--- src/rtl/ecc_secded_codec.sv ---
// SECDED Hamming codec: 1-stage registered encoder and 2-stage registered decoder/corrector,
// each with valid/ready flow control, plus saturating SEC/DED counters and fault injection.
module ecc_secded_codec #(
  parameter  int unsigned DATA_W = 32,
  parameter  int unsigned PAR_W  = 6,
  parameter  int unsigned CNT_W  = 16,
  localparam int unsigned CODE_W = DATA_W + PAR_W + 1
) (
  input  logic              clk,
  input  logic              rst_n,
  input  logic              enc_vld_i,
  output logic              enc_rdy_o,
  input  logic [DATA_W-1:0] enc_dat_i,
  input  logic [CODE_W-1:0] inj_msk_i,
  output logic              enc_vld_o,
  input  logic              enc_rdy_i,
  output logic [CODE_W-1:0] enc_cw_o,
  input  logic              dec_vld_i,
  output logic              dec_rdy_o,
  input  logic [CODE_W-1:0] dec_cw_i,
  output logic              dec_vld_o,
  input  logic              dec_rdy_i,
  output logic [DATA_W-1:0] dec_dat_o,
  output logic              dec_sec_o,
  output logic              dec_ded_o,
  input  logic              corr_en_i,
  input  logic              cnt_clr_i,
  output logic [CNT_W-1:0]  sec_cnt_o,
  output logic [CNT_W-1:0]  ded_cnt_o
);

  // PAR_W must be the smallest p with 2^p >= DATA_W+p+1
  localparam bit PAR_OK = ((2 ** PAR_W) >= (DATA_W + PAR_W + 1)) &&
                          ((2 ** (PAR_W - 1)) < (DATA_W + PAR_W)) &&
                          (DATA_W >= 4) && (DATA_W <= 64);
  generate
    if (!PAR_OK) begin : g_par_chk
      $error("ecc_secded_codec: PAR_W is not the minimal Hamming parity width for DATA_W");
    end
  endgenerate

  function automatic logic is_pow2(input int unsigned v);
    return (v & (v - 1)) == 0;
  endfunction

  // Hamming positions 1..CODE_W-1 map to cw[pos-1]; top bit is overall parity
  function automatic logic [CODE_W-1:0] encode(input logic [DATA_W-1:0] d);
    logic [CODE_W-1:0] cw;
    logic              acc;
    int unsigned       j;
    cw = '0;
    j  = 0;
    for (int unsigned pos = 3; pos < CODE_W; pos++) begin
      if (!is_pow2(pos)) begin
        cw[pos-1] = d[j];
        j++;
      end
    end
    for (int unsigned k = 0; k < PAR_W; k++) begin
      acc = 1'b0;
      for (int unsigned pos = 1; pos < CODE_W; pos++)
        if (pos[k]) acc ^= cw[pos-1];
      cw[(1 << k) - 1] = acc;
    end
    cw[CODE_W-1] = ^cw[CODE_W-2:0];
    return cw;
  endfunction

  function automatic logic [PAR_W-1:0] syndrome(input logic [CODE_W-1:0] cw);
    logic [PAR_W-1:0] s;
    s = '0;
    for (int unsigned k = 0; k < PAR_W; k++)
      for (int unsigned pos = 1; pos < CODE_W; pos++)
        if (pos[k]) s[k] ^= cw[pos-1];
    return s;
  endfunction

  function automatic logic [DATA_W-1:0] extract(input logic [CODE_W-1:0] cw);
    logic [DATA_W-1:0] d;
    int unsigned       j;
    d = '0;
    j = 0;
    for (int unsigned pos = 3; pos < CODE_W; pos++) begin
      if (!is_pow2(pos)) begin
        d[j] = cw[pos-1];
        j++;
      end
    end
    return d;
  endfunction

  // Encode stage
  assign enc_rdy_o = ~enc_vld_o | enc_rdy_i;

  always_ff @(posedge clk or negedge rst_n) begin
    if (!rst_n) begin
      enc_vld_o <= 1'b0;
      enc_cw_o  <= '0;
    end else if (enc_vld_i && enc_rdy_o) begin
      enc_vld_o <= 1'b1;
      enc_cw_o  <= encode(enc_dat_i) ^ inj_msk_i;
    end else if (enc_rdy_i) begin
      enc_vld_o <= 1'b0;
    end
  end

  // Decode stage 1: capture codeword, syndrome and overall parity
  logic              s1_vld;
  logic [CODE_W-1:0] s1_cw;
  logic [PAR_W-1:0]  s1_syn;
  logic              s1_par;
  logic              s2_rdy;

  assign s2_rdy    = ~dec_vld_o | dec_rdy_i;
  assign dec_rdy_o = ~s1_vld | s2_rdy;

  always_ff @(posedge clk or negedge rst_n) begin
    if (!rst_n) begin
      s1_vld <= 1'b0;
      s1_cw  <= '0;
      s1_syn <= '0;
      s1_par <= 1'b0;
    end else if (dec_vld_i && dec_rdy_o) begin
      s1_vld <= 1'b1;
      s1_cw  <= dec_cw_i;
      s1_syn <= syndrome(dec_cw_i);
      s1_par <= ^dec_cw_i;
    end else if (s2_rdy) begin
      s1_vld <= 1'b0;
    end
  end

  // Stage 2 classification; out-of-range syndromes are treated as uncorrectable
  logic [CODE_W-1:0] flip_c;
  logic [DATA_W-1:0] dat_c;
  logic              sec_c;
  logic              ded_c;

  always_comb begin
    flip_c = '0;
    sec_c  = 1'b0;
    ded_c  = 1'b0;
    if (s1_syn == '0) begin
      sec_c = s1_par;
    end else if (!s1_par || (s1_syn > PAR_W'(CODE_W - 1))) begin
      ded_c = 1'b1;
    end else begin
      sec_c = 1'b1;
      for (int unsigned i = 0; i < CODE_W - 1; i++)
        if (s1_syn == PAR_W'(i + 1)) flip_c[i] = corr_en_i;
    end
    dat_c = extract(s1_cw ^ flip_c);
  end

  always_ff @(posedge clk or negedge rst_n) begin
    if (!rst_n) begin
      dec_vld_o <= 1'b0;
      dec_dat_o <= '0;
      dec_sec_o <= 1'b0;
      dec_ded_o <= 1'b0;
    end else if (s2_rdy) begin
      dec_vld_o <= s1_vld;
      if (s1_vld) begin
        dec_dat_o <= dat_c;
        dec_sec_o <= sec_c;
        dec_ded_o <= ded_c;
      end
    end
  end

  // Saturating counters of delivered flagged words; clear has priority
  logic deliver;
  assign deliver = dec_vld_o & dec_rdy_i;

  always_ff @(posedge clk or negedge rst_n) begin
    if (!rst_n) begin
      sec_cnt_o <= '0;
      ded_cnt_o <= '0;
    end else if (cnt_clr_i) begin
      sec_cnt_o <= '0;
      ded_cnt_o <= '0;
    end else if (deliver) begin
      if (dec_sec_o && (sec_cnt_o != '1)) sec_cnt_o <= sec_cnt_o + CNT_W'(1);
      if (dec_ded_o && (ded_cnt_o != '1)) ded_cnt_o <= ded_cnt_o + CNT_W'(1);
    end
  end

endmodule
--- config.mk ---
export PLATFORM = sky130hd
export DESIGN_NAME = ecc_secded_codec
export DESIGN_NICKNAME = d
export VERILOG_FILES = /design/src/rtl/ecc_secded_codec.sv
export SDC_FILE = /design/constraint.sdc
export NUM_CORES = 1
export LEC_CHECK = 0
export ABC_AREA = 1
export ABC_CLOCK_PERIOD_IN_PS = 4900
export BUFFER_PORTS_ARGS = -buffer_cell sky130_fd_sc_hd__buf_2
export CAP_MARGIN = 20
export CORE_ASPECT_RATIO = 1.4
export CORE_MARGIN = 2
export CORE_UTILIZATION = 40
export DETAILED_ROUTE_END_ITERATION = 6
export SLEW_MARGIN = 20
export SYNTH_ARGS = -nofsm -noshare
export SYNTH_HDL_FRONTEND = slang
export SYNTH_SLANG_ARGS = --single-unit
--- constraint.sdc ---
create_clock -name clk -period 4.9 [get_ports clk]
set_input_delay 0 -clock clk [delete_from_list [all_inputs] [get_ports clk]]
set_output_delay 0 -clock clk [all_outputs]
set_load 0.05 [all_outputs]
==> results of run 1 <==
## power by group
| group | switching (µW) | internal, µW | leakage [µW] |
|---|---|---|---|
| clock network | 525 | 756 | 0.000279 |
| logic | 1400 | 592 | 0.00410 |
| registers | 147 | 1440 | 0.00186 |
| total | 2070 | 2790 | 0.00624 |
## tightest hold or removal path, delay by kind of cell
family,cells,cell delay [ns]
AOI/OAI and AO/OA,1,0.14
xor gates and xnor gates,1,0.11
buffers and inverters,1,0.14
## routing by layer
metal / GRT usage (%) / part of all wire [%] / vias to the layer above
met2: 40.90 / 52 / 259
met4: 11.26 / 4.1 / 0
li1: - / - / 4465
met5: 0 / 0 / -
met1: 24.17 / 39 / 4013
met3: 4.367 / 4.6 / 54
## how the worst max path moves through the flow
stage                       startpoint       endpoint  slack, ns  cells past startpoint
after floorplan           ded_cnt_o[0]  ded_cnt_o[13]       2.69                     17
after global placement       cnt_clr_i  sec_cnt_o[13]       2.74                      9
after detailed placement     cnt_clr_i  sec_cnt_o[13]       2.70                      9
after CTS                    cnt_clr_i  sec_cnt_o[13]       2.55                     10
after global routing         cnt_clr_i  sec_cnt_o[13]       2.24                     10
final                        cnt_clr_i  sec_cnt_o[13]       2.51                     10
## sequential cells by signal, summed over array words and instances (netlist names)
name,cells
s1_syn,6
dec_vld_o,1
dec_sec_o,1
s1_cw,32
s1_vld,1
ded_cnt_o,16
dec_dat_o,32
enc_vld_o,1
s1_par,1
sec_cnt_o,16
dec_ded_o,1
enc_cw_o,39
## synth_stat cells (all sizes together), types with 3 or more instances
| library cell | instances | area share [%] |
|---|---|---|
| nand2 | 454 | 19 |
| dfrtp | 147 | 40 |
| xnor2 | 118 | 11 |
| inv | 116 | 4.7 |
| o21ai | 89 | 4.9 |
| xor2 | 64 | 6.2 |
| nand3 | 61 | 3.3 |
| nor2 | 56 | 2.8 |
| nor3 | 43 | 2.3 |
| clkbuf | 28 | 1.2 |
| a21oi | 16 | 0.87 |
| buf | 10 | 0.70 |
| or2 | 6 | 0.41 |
| nand3b | 4 | 0.33 |
| a31oi | 3 | 0.20 |
| nand4 | 3 | 0.20 |
## what timing repair did
action	CTS	global route
hold endpoints to repair	176	0
resized for setup	0	0
hold buffers	102	0
## cell families after synthesis
logic type               count (synthesis)  synth area share [%]
AND/OR/NAND/NOR                        631                 28.69
XOR/XNOR                               182                 17.63
buffers and inverters                  155                 6.671
flip-flops                             147                 40.11
AO/OA/AOI/OAI                          115                 6.630
adder cells (fa/ha/maj)                  2                0.2728
## final cells by class
type	count	area, µm²	share of cell area, %
multi-input cells	930	4883	40.18
clock buffers	22	484.2	3.984
inverters	117	439.2	3.614
clock inverters	10	97.59	0.8030
repair buffers	332	2188	18.01
well taps	301	376.6	3.099
diodes	2	5.005	0.04118
flip-flops and latches	147	3679	30.27
## cells in the final DEF, fill, tap and decap left out, types with 43 or more instances in the layout
master / synthesis / final
sky130_fd_sc_hd__dlygate4sd3_1: 0 / 102
sky130_fd_sc_hd__o21ai_0: 83 / 83
sky130_fd_sc_hd__xor2_1: 63 / 63
sky130_fd_sc_hd__nor2_1: 48 / 48
sky130_fd_sc_hd__inv_1: 109 / 109
sky130_fd_sc_hd__nand2_1: 444 / 443
sky130_fd_sc_hd__xnor2_1: 116 / 116
sky130_fd_sc_hd__nand3_1: 61 / 61
sky130_fd_sc_hd__buf_2: 6 / 225
sky130_fd_sc_hd__dfrtp_1: 147 / 147
sky130_fd_sc_hd__nor3_1: 43 / 43
## metrics by stage
step,setup WS [ns],utilization (%)
floorplan,2.694,-
global placement,2.739,46.81
detailed placement,2.697,46.81
CTS,2.547,53.92
global route,2.242,53.94
finish,2.510,53.95
==> qor.csv, run 1 <==
stage;metric;value;unit
status;outcome;completed;
logic_synthesis;synth_edf_count;0;
hold_path;worst_hold_check_path_type;in2reg;
global_route;grt_remaining_overflow;0;
power;finalPower;4864;µW
power;vdd_ir_drop_max;0.2557;mV
placement;place.detailed.instances;1725;
die;fp-row-count;65;
die;die_y;183.2;µm
logic_synthesis;synth_cells;1232;
placement;placedInstanceArea;10550;µm²
global_route;antenna_violations_before_repair;1;
detailed_routing;ant_nets;0;
timing;layout_worst_path_cycle_share;48.78;%
die;die_area;24170;µm²
logic_synthesis;synth_ff_type;sky130_fd_sc_hd__dfrtp_1;
hold_path;hold-path-endpoint;enc_cw_o[13];
logic_synthesis;synthesis.yosys.warnings;0;
global_route;grt_util_all_layers;22.23;%
detailed_routing;drt_drc_violations_left;0;
detailed_routing;routed_vias;8791;
global_route;grt_pass1_vias;8642;
hold_path;hold_start;enc_dat_i[9];
critical_path;crit_path_cell_trace;dlygate4sd3_1 > buf_2 > clkinv_1 > nand2_2 > nand2_1 > nor4_2 > nand2_1 > o21ai_0 > nand2_1 > nor2_1;
logic_synthesis;ff_latch_count_synth;147;
clock_tree;cts_made_buffers;17;
critical_path;worst_path_largest_cell_delay;0.66;ns
final_layout;final.fill_count;2144;
critical_path;critPathBufInv;3;
logic_synthesis;ys_types;43;
clock_tree;worst_skew_pair_latency;0.42;ns
clock_tree;cts_setup_buffers;0;
power;leakagePower;0.006241;µW
final_layout;layout-drive-gt1-share;18.93;%
die;dieWidth;132.0;µm
critical_path;critPathKind;in2reg;
timing;setup_tns;0;ns
timing;timing.final.max_slew_violations;0;
logic_synthesis;async_flop_share;100.0;%
timing;finalCriticalPeriod;2.390;ns
die;start_util;40.71;%
final_layout;design_area;12150;µm²
run;drv_cap;0;
critical_path;critical_path.slowest_cell;sky130_fd_sc_hd__clkinv_1;
clock_tree;numClockSinks;147;
critical_path;reg2reg_slack;2.75;ns
placement;gp_routability_congestion;0.9912;
die;i_o_pins;227;
critical_path;data_required_time_of_the_critical_path;5.26;ns
timing;tightest_slew;0.9048;ns
logic_synthesis;synth_sequential_area_ratio;40.11;%
timing;finalSetupViolCount;0;
detailed_routing;viasPerCell;4.724;
logic_synthesis;avg_cell_area_syn;7.444;µm²
final_layout;num-nets-final;1665;
detailed_routing;wirelength;26570;µm
timing;unrepaired_setup_endpoints_after_global_routing;false;
timing;final_hold_viol_count;0;
global_route;maximum_number_of_pins_on_one_net_before_global_route_repair;99;
clock_tree;cts_max_level;4;
logic_synthesis;syn_nets;1352;
detailed_routing;avgRoutedWirePerCell;14.28;µm
power;pwr_density;400.3;nW/µm²
final_layout;syn_to_final_growth;32.51;%
clock_tree;tritoncts;done;
critical_path;r2r-start;ded_cnt_o[1];
timing;max_slew_margin_vs_limit;39.68;%
hold_path;worst_hold_path.num_cells;3;
critical_path;critical_path_endpoint_category;flip-flop;
logic_synthesis;synth_area;9171;µm²
clock_tree;clk_pin_slew_worst_paths;0.06;ns
placement;hpwlAfterDp;19690;µm
critical_path;critical_path_peak_fanout;27;
timing;fmaxAchievable;418.4;MHz
detailed_routing;drt_pass1_iterations;5;
critical_path;startpoint_kind_of_the_worst_setup_timing_path;input port;
detailed_routing;drtIter0Drc;455;
global_route;grt_pass1_wl;42500;µm
die;design.core.area;22530;µm²
critical_path;worst-endpoint-arrival;2.75;ns
placement;portBuffers;226;
timing;finalHoldWorstSlack;0.01377;ns
final_layout;fin_cells;1861;
critical_path;worst_r2r_path_depth;18;
critical_path;timing.critical_path.max_delay_family;buffers and inverters;
critical_path;cpMostUsedCell;sky130_fd_sc_hd__nand2_1;
clock_tree;clk_path_buf_depth;2;
clock_tree;clk_root_buffer_cell;sky130_fd_sc_hd__clkbuf_16;
timing;fin_skew;0.01071;ns
critical_path;timing.rr.end;ded_cnt_o[15];
No activity file was read; power rests on OpenSTA's default activity.
==> inputs of run 2 (changes only) <==
Settings changed: ABC_CLOCK_PERIOD_IN_PS 4900 to 2000, PLACE_DENSITY set to 0.65.
Clock period 4.9 ns to 2 ns, I/O delays scaled along.
==> run 2 against run 1 <==
Effect of this change:
- cell area grew 4.5%
- non-clock buffer count rose by 39
- highest routed layer unchanged
- via count increased by 3.2%
==> qor.csv, run 2 (same netlist as run 1, synthesis figures left out) <==
stage;metric;value;unit;change
status;outcome;completed;;unchanged
global_route;globalRouteMet2Util;42.85;%;was 40.90%
critical_path;critPathKind;reg2reg;;was in2reg
placement;gp_routability_congestion;0.9792;;was 0.9912
global_route;grt_util_all_layers;22.64;%;was 22.23%
final_layout;multi_input_area;5019;µm²;was 4883 µm²
placement;portBuffers;226;;unchanged
detailed_routing;drt_drc_violations_left;0;;unchanged
detailed_routing;avgRoutedWirePerCell;14.39;µm;was 14.28 µm
clock_tree;clk_pin_slew_worst_paths;0.06;ns;about the same
power;vdd_ir_drop_max;0.6267;mV;was 0.2557 mV
clock_tree;worst_skew_pair_latency;0.42;ns;about the same
die;die_y;183.2;µm;unchanged
power;p_switching;5171;µW;was 2074 µW
final_layout;finish.utilization;56.39;%;was 53.95%
critical_path;cp-startpoint;ded_cnt_o[1];;was cnt_clr_i
detailed_routing;wirelength;27310;µm;was 26570 µm
critical_path;crit_path_end;ded_cnt_o[13];;was sec_cnt_o[13]
final_layout;antenna_cells_inserted;0;;was 2
hold_path;worst_hold_check_path_type;in2reg;;unchanged
detailed_routing;ant_nets;0;;unchanged
detailed_routing;drt_pass1_iterations;5;;unchanged
detailed_routing;viasPerCell;4.782;;was 4.724
timing;finalSetupViolCount;0;;unchanged
timing;fmaxAchievable;501.2;MHz;
placement;placedInstanceArea;10790;µm²;was 10550 µm²
clock_tree;tritoncts;done;;unchanged
power;clockPowerShare;27.7;%;was 26.3%
die;design.core.area;22530;µm²;unchanged
critical_path;startpoint_kind_of_the_worst_setup_timing_path;flip-flop;;was input port
clock_tree;cts_made_buffers;17;;unchanged
power;seq_power_share;31.4;%;was 32.7%
power;internal-power;7354;µW;was 2790 µW
detailed_routing;drtIter0Drc;415;;was 455
global_route;grt_pass1_wl;43410;µm;was 42500 µm
final_layout;design_area;12700;µm²;was 12150 µm²
critical_path;timing.rr.end;ded_cnt_o[13];;was ded_cnt_o[15]
global_route;met1_usage;23.93;%;was 24.17%
critical_path;critical_path_endpoint_category;flip-flop;;unchanged
final_layout;final.fill_count;2092;;was 2144
critical_path;worst-endpoint-arrival;2.31;ns;was 2.75 ns
timing;final_hold_viol_count;0;;unchanged
final_layout;seqCellArea;3692;µm²;was 3679 µm²
final_layout;layout_commonest_cell;sky130_fd_sc_hd__nand2_1;;unchanged
timing;unrepaired_setup_endpoints_after_global_routing;true;;was false
critical_path;reg2reg_slack;0.005;ns;was 2.75 ns
power;finalPower;12520;µW;was 4864 µW
placement;hpwlAfterDp;20120;µm;was 19690 µm
clock_tree;numClockSinks;147;;unchanged
clock_tree;cts_max_level;4;;unchanged
power;p_sw_share;41.28;%;was 42.63%
timing;max_slew_margin_vs_limit;58.28;%;was 39.68%
critical_path;critical_path_peak_fanout;4;;was 27
global_route;grtUsageMet3;4.616;%;was 4.367%
power;leakagePower;0.006492;µW;was 0.006241 µW
die;start_util;40.71;%;unchanged
power;pwr_density;985.9;nW/µm²;was 400.3 nW/µm²
final_layout;biggestRegsByFlops;enc_cw_o x39, dec_dat_o x32, s1_cw x32;;unchanged
critical_path;r2r-start;ded_cnt_o[1];;unchanged
critical_path;worst_r2r_path_depth;17;;was 18
final_layout;layout-drive-gt1-share;22.92;%;was 18.93%
run;drv_cap;0;;unchanged
timing;fin_skew;0.01035;ns;was 0.01071 ns
global_route;grt_pass1_vias;9071;;was 8642
timing;tightest_slew;0.6236;ns;was 0.9048 ns
die;die_area;24170;µm²;unchanged
global_route;grt_remaining_overflow;0;;unchanged
final_layout;syn_to_final_growth;38.51;%;was 32.51%
global_route;antenna_violations_before_repair;0;;was 1
timing;timing.final.max_slew_violations;0;;unchanged
detailed_routing;routed_vias;9076;;was 8791
timing;finalCriticalPeriod;1.995;ns;
final_layout;number_of_flip_flops_under_the_largest_register_name;39;;unchanged
die;i_o_pins;227;;unchanged
timing;layout_worst_path_cycle_share;99.76;%;
clock_tree;clk_path_buf_depth;2;;unchanged
clock_tree;clk_root_buffer_cell;sky130_fd_sc_hd__clkbuf_16;;unchanged
final_layout;layout.cells.most_common_list;sky130_fd_sc_hd__nand2_1, sky130_fd_sc_hd__buf_2, sky130_fd_sc_hd__dfrtp_1;;unchanged
critical_path;data_required_time_of_the_critical_path;2.31;ns;was 5.26 ns
final_layout;registers.top_by_ff_count;enc_cw_o;;unchanged
power;p_comb_share;40.9;%;was 41.0%
global_route;maximum_number_of_pins_on_one_net_before_global_route_repair;58;;was 99
global_route;global_route.peak_usage_layer;met2;;unchanged
die;dieWidth;132.0;µm;unchanged
timing;setup_tns;0;ns;unchanged
final_layout;num-nets-final;1704;;was 1665
die;fp-row-count;65;;unchanged
## run 2: cell types whose count changed in the layout (fill, tap and decap cells not counted), sizes merged
cell         previous run  this run
diode                   2         0
buf                   230       265
clkinv                  5         4
clkbuf                 22        21
clkinvlp                3         2
dlygate4sd3           102       106
bufinv                  1         4
## run 2: metal layers
metal | wire, µm | vias up | share of wire, %
met5 | 0 | - | 0
met2 | 14370 | 284 | 53
met1 | 10540 | 4176 | 39
met4 | 971 | 0 | 3.6
li1 | - | 4555 | -
met3 | 1431 | 61 | 5.2
## run 2: worst min path at each step
| stage | slack (ns) | to | cells past startpoint | startpoint |
|---|---|---|---|---|
| after floorplan | -0.30 | dec_dat_o[0] | 0 | rst_n |
| after global placement | -0.03 | enc_cw_o[23] | 1 | rst_n |
| after detailed placement | -0.03 | enc_cw_o[22] | 1 | rst_n |
| after CTS | 0.03 | s1_cw[2] | 5 | dec_vld_i |
| after global routing | 0.06 | s1_cw[6] | 5 | dec_vld_i |
| final | 0.05 | s1_cw[6] | 5 | dec_vld_i |
## run 2: critical path: stages, from the launching register on
cell and delay, ns:
sky130_fd_sc_hd__dfrtp_2 0.44, sky130_fd_sc_hd__ha_4 0.18, sky130_fd_sc_hd__nand2_4 0.07, sky130_fd_sc_hd__inv_2 0.04, sky130_fd_sc_hd__nand2_2 0.07, sky130_fd_sc_hd__inv_2 0.04
sky130_fd_sc_hd__nand3_2 0.07, sky130_fd_sc_hd__nand2_2 0.06, sky130_fd_sc_hd__inv_4 0.09, sky130_fd_sc_hd__nor2_8 0.05, sky130_fd_sc_hd__nor2_4 0.11, sky130_fd_sc_hd__nand2_2 0.07
sky130_fd_sc_hd__inv_2 0.09, sky130_fd_sc_hd__nand2_4 0.06, sky130_fd_sc_hd__nor2_4 0.15, sky130_fd_sc_hd__nand3_2 0.09, sky130_fd_sc_hd__o21ai_2 0.13, sky130_fd_sc_hd__nor2_1 0.05
## run 2: layout make-up
cell class              count  share of cell area (%)
clock inverters            11                   1.349
flip-flops and latches    147                   29.07
inverters                 117                   3.477
well taps                 301                   2.965
multi-input cells         930                   39.51
clock buffers              21                   3.703
repair buffers            371                   19.94
## run 2: repair_timing
action                                 CTS  global route
gates resized for setup                  0            29
hold buffers                           106             0
buffers inserted                         0            12
setup endpoints to repair                0            14
endpoints found under the hold margin  226             0
## run 2: per-stage QoR
stage / hold slack, ns / std cells / setup slack, ns
2_1_floorplan: -0.2956 / 1232 / -0.04480
3_5_place_dp: -0.02994 / 1748 / 0.03346
4_1_cts: 0.02959 / 1886 / 0.006492
6_report: 0.05042 / 1898 / 0.004839
3_3_place_gp: -0.03210 / 1748 / 0.1037
5_1_grt: 0.06318 / 1898 / -0.1418
## run 2: power groups by stage
stage | Clock, µW | Combinational (µW) | Sequential, µW
finish | 3470 | 5130 | 3930
global route | 3680 | 5550 | 4000
CTS | 3550 | 5060 | 3910
detailed placement | 0 | 4850 | 3950
global placement | 0 | 4790 | 3950
floorplan | 0 | 2110 | 5330
==> inputs of run 3 (changes only) <==
--- a/config.mk
+++ b/config.mk
@@ -7,5 +7,5 @@
 export LEC_CHECK = 0
 export ABC_AREA = 1
-export ABC_CLOCK_PERIOD_IN_PS = 2000
+export ABC_CLOCK_PERIOD_IN_PS = 2400
 export BUFFER_PORTS_ARGS = -buffer_cell sky130_fd_sc_hd__buf_2
 export CAP_MARGIN = 20
@@ -14,5 +14,5 @@
 export CORE_UTILIZATION = 40
 export DETAILED_ROUTE_END_ITERATION = 6
-export PLACE_DENSITY = 0.65
+export RECOVER_POWER = 100
 export SLEW_MARGIN = 20
 export SYNTH_ARGS = -nofsm -noshare
==> constraint.sdc (replaced) <==
create_clock -name clk -period 2.4 [get_ports clk]
set_input_delay 0 -clock clk [delete_from_list [all_inputs] [get_ports clk]]
set_output_delay 0 -clock clk [all_outputs]
set_load 0.02 [all_outputs]
==> run 3 against run 2 <==
Effect of this change:
- the run now ends with max-capacitance violations, max-slew violations left
- global-route usage up 0.57 points
- maximum frequency down 4.9%
- combinational power down 37%
- register-to-register slack better by 0.30 ns
- critical path depth unchanged
- non-clock buffer count down 31
- clock-buffer cell count up 2
- die area unchanged
- sequential cell count unchanged
- core utilization down 3.0 points
- wire length up 0.38%
- critical endpoint unchanged
- highest routed layer unchanged
==> qor.csv, run 3 (same netlist as run 1, synthesis figures left out) <==
stage;metric;value;unit;change
final_layout;design_area;12020;µm²;was 12700 µm²
timing;setup_tns;0;ns;unchanged
power;finalPower;9022;µW;was 12520 µW
detailed_routing;routed_vias;8879;;was 9076
die;start_util;40.71;%;unchanged
placement;dp_slack;0.3118;ns;was 0.03346 ns
detailed_routing;wirelength;27410;µm;was 27310 µm
power;internal-power;5559;µW;was 7354 µW
power;p_comb_share;35.9;%;was 40.9%
clock_tree;cts_made_buffers;17;;unchanged
timing;finalHoldWorstSlack;0.01929;ns;was 0.05042 ns
timing;finalSetupViolCount;0;;unchanged
placement;placedInstanceArea;10620;µm²;was 10790 µm²
timing;final_hold_viol_count;0;;unchanged
clock_tree;cts_max_level;4;;unchanged
power;pwr_density;750.4;nW/µm²;was 985.9 nW/µm²
critical_path;data_required_time_of_the_critical_path;2.72;ns;was 2.31 ns
die;design.core.area;22530;µm²;unchanged
final_layout;syn_to_final_growth;31.10;%;was 38.51%
hold_path;worst_hold_path.num_cells;3;;was 5
power;vdd_ir_drop_max;0.5216;mV;was 0.6267 mV
placement;portBuffers;226;;unchanged
die;i_o_pins;227;;unchanged
detailed_routing;drt_pass1_iterations;5;;unchanged
power;p_sw_share;38.39;%;was 41.28%
critical_path;critPathKind;reg2reg;;unchanged
final_layout;layout.cells.most_common_list;sky130_fd_sc_hd__nand2_1, sky130_fd_sc_hd__dfrtp_1, sky130_fd_sc_hd__xnor2_1, sky130_fd_sc_hd__clkbuf_1, sky130_fd_sc_hd__buf_2;;was sky130_fd_sc_hd__nand2_1, sky130_fd_sc_hd__buf_2, sky130_fd_sc_hd__dfrtp_1
critical_path;startpoint_kind_of_the_worst_setup_timing_path;flip-flop;;unchanged
final_layout;biggestRegsByFlops;enc_cw_o x39, dec_dat_o x32, s1_cw x32;;unchanged
clock_tree;cts_setup_buffers;0;;unchanged
timing;timing.final.max_slew_violations;57;;was 0
clock_tree;worst_skew_pair_latency;0.43;ns;was 0.42 ns
clock_tree;numClockSinks;147;;unchanged
clock_tree;hold_buffers;104;;was 106
placement;gp_routability_congestion;0.9601;;was 0.9792
detailed_routing;avgRoutedWirePerCell;14.70;µm;was 14.39 µm
global_route;grt_remaining_overflow;0;;unchanged
global_route;grt_pass1_wl;44460;µm;was 43410 µm
final_layout;num-nets-final;1673;;was 1704
die;dieWidth;132.0;µm;unchanged
detailed_routing;drtIter0Drc;343;;was 415
global_route;grt_util_all_layers;23.22;%;was 22.64%
critical_path;worst-endpoint-arrival;2.42;ns;was 2.31 ns
timing;max_slew_margin_vs_limit;-2.792;%;was 58.28%
timing;fin_skew;0.007976;ns;was 0.01035 ns
die;fp-row-count;65;;unchanged
final_layout;layout-drive-gt1-share;11.51;%;was 22.92%
detailed_routing;ant_nets;0;;unchanged
timing;finalCriticalPeriod;2.099;ns;was 1.995 ns
placement;hpwlAfterDp;20500;µm;was 20120 µm
die;die_y;183.2;µm;unchanged
run;drv_cap;1;;was 0
timing;unrepaired_setup_endpoints_after_global_routing;false;;was true
status;outcome;finished, violations left;;was completed
clock_tree;post_cts_resize_count;0;;unchanged
final_layout;registers.top_by_ff_count;enc_cw_o;;unchanged
timing;fmaxAchievable;476.5;MHz;was 501.2 MHz
clock_tree;clk_pin_slew_worst_paths;0.06;ns;about the same
global_route;maximum_number_of_pins_on_one_net_before_global_route_repair;62;;was 58
timing;postLayoutSetupSlackWorst;0.3014;ns;was 0.004839 ns
critical_path;worst_r2r_path_depth;17;;unchanged
power;p_switching;3463;µW;was 5171 µW
hold_path;worst_hold_check_path_type;in2reg;;unchanged
timing;layout_worst_path_cycle_share;87.44;%;was 99.76%
clock_tree;clk_root_buffer_cell;sky130_fd_sc_hd__clkbuf_16;;unchanged
critical_path;critical_path_peak_fanout;5;;was 4
clock_tree;tritoncts;done;;unchanged
critical_path;critical_path_endpoint_category;flip-flop;;unchanged
status;violated_checks;max-capacitance violations, max-slew violations;;
final_layout;number_of_flip_flops_under_the_largest_register_name;39;;unchanged
power;clockPowerShare;27.9;%;was 27.7%
final_layout;layout_commonest_cell;sky130_fd_sc_hd__nand2_1;;unchanged
global_route;antenna_violations_before_repair;0;;unchanged
final_layout;antenna_cells_inserted;0;;unchanged
power;leakagePower;0.005853;µW;was 0.006492 µW
detailed_routing;drt_drc_violations_left;0;;unchanged
power;seq_power_share;36.2;%;was 31.4%
global_route;grt_pass1_vias;8963;;was 9071
timing;tightest_slew;1.542;ns;was 0.6236 ns
clock_tree;clk_path_buf_depth;2;;unchanged
detailed_routing;viasPerCell;4.761;;was 4.782
die;die_area;24170;µm²;unchanged
[run 3: layout make-up]
type | instances | area (µm²)
Clock buffer | 23 | 467.9
Sequential cell | 147 | 3679
Tap cell | 301 | 376.6
Clock inverter | 7 | 76.32
Timing Repair Buffer | 340 | 2122
Multi-Input combinational cell | 930 | 4863
Fill cell | 2238 | 10500
Inverter | 117 | 439.2
[run 3: power by group through the flow]
| stage | clock network, µW | logic [µW] | registers [µW] |
|---|---|---|---|
| floorplan | 0 | 1750 | 3670 |
| global placement | 0 | 3140 | 3280 |
| detailed placement | 0 | 3190 | 3290 |
| CTS | 2570 | 3360 | 3250 |
| global route | 2690 | 3610 | 3320 |
| finish | 2520 | 3240 | 3260 |
[run 3: layer usage]
metal / vias to the layer above / routed length [µm] / global-route usage (%)
met5: - / 0 / 0
met3: 64 / 1258 / 4.671
li1: 4491 / - / -
met2: 251 / 14380 / 43.65
met4: 0 / 983 / 9.826
met1: 4073 / 10790 / 25.18
[run 3: final timing paths]
path,start,to,slack (ns)
max reg2reg,ded_cnt_o[1],ded_cnt_o[13],0.30
min reg2reg,dec_dat_o[2],dec_dat_o[2],0.47
max,ded_cnt_o[1],ded_cnt_o[13],0.30
min,enc_dat_i[29],enc_cw_o[35],0.02
max in group asynchronous,rst_n,ded_cnt_o[8],0.75
min in group asynchronous,rst_n,enc_cw_o[14],0.47
[run 3: worst max-delay path, stage by stage, from the launching register on]
cell and delay [ns]:
sky130_fd_sc_hd__dfrtp_1 0.41, sky130_fd_sc_hd__ha_1 0.21, sky130_fd_sc_hd__nand2_1 0.10, sky130_fd_sc_hd__inv_1 0.06
sky130_fd_sc_hd__nand2_1 0.12, sky130_fd_sc_hd__inv_1 0.07, sky130_fd_sc_hd__nand3_1 0.08, sky130_fd_sc_hd__nand2_1 0.06
sky130_fd_sc_hd__inv_2 0.14, sky130_fd_sc_hd__nor2_8 0.06, sky130_fd_sc_hd__nor2_2 0.12, sky130_fd_sc_hd__nand2_2 0.08
sky130_fd_sc_hd__inv_2 0.07, sky130_fd_sc_hd__nand2_2 0.08, sky130_fd_sc_hd__nor2_4 0.11, sky130_fd_sc_hd__nand3_1 0.08
sky130_fd_sc_hd__o21ai_1 0.12, sky130_fd_sc_hd__nor2_1 0.05
[run 3: through the flow]
stage,std cells,util [%]
6_report,1865,53.37
5_1_grt,1865,53.37
4_1_cts,1865,54.16
3_5_place_dp,1731,47.12
3_3_place_gp,1731,47.12
2_1_floorplan,1232,-
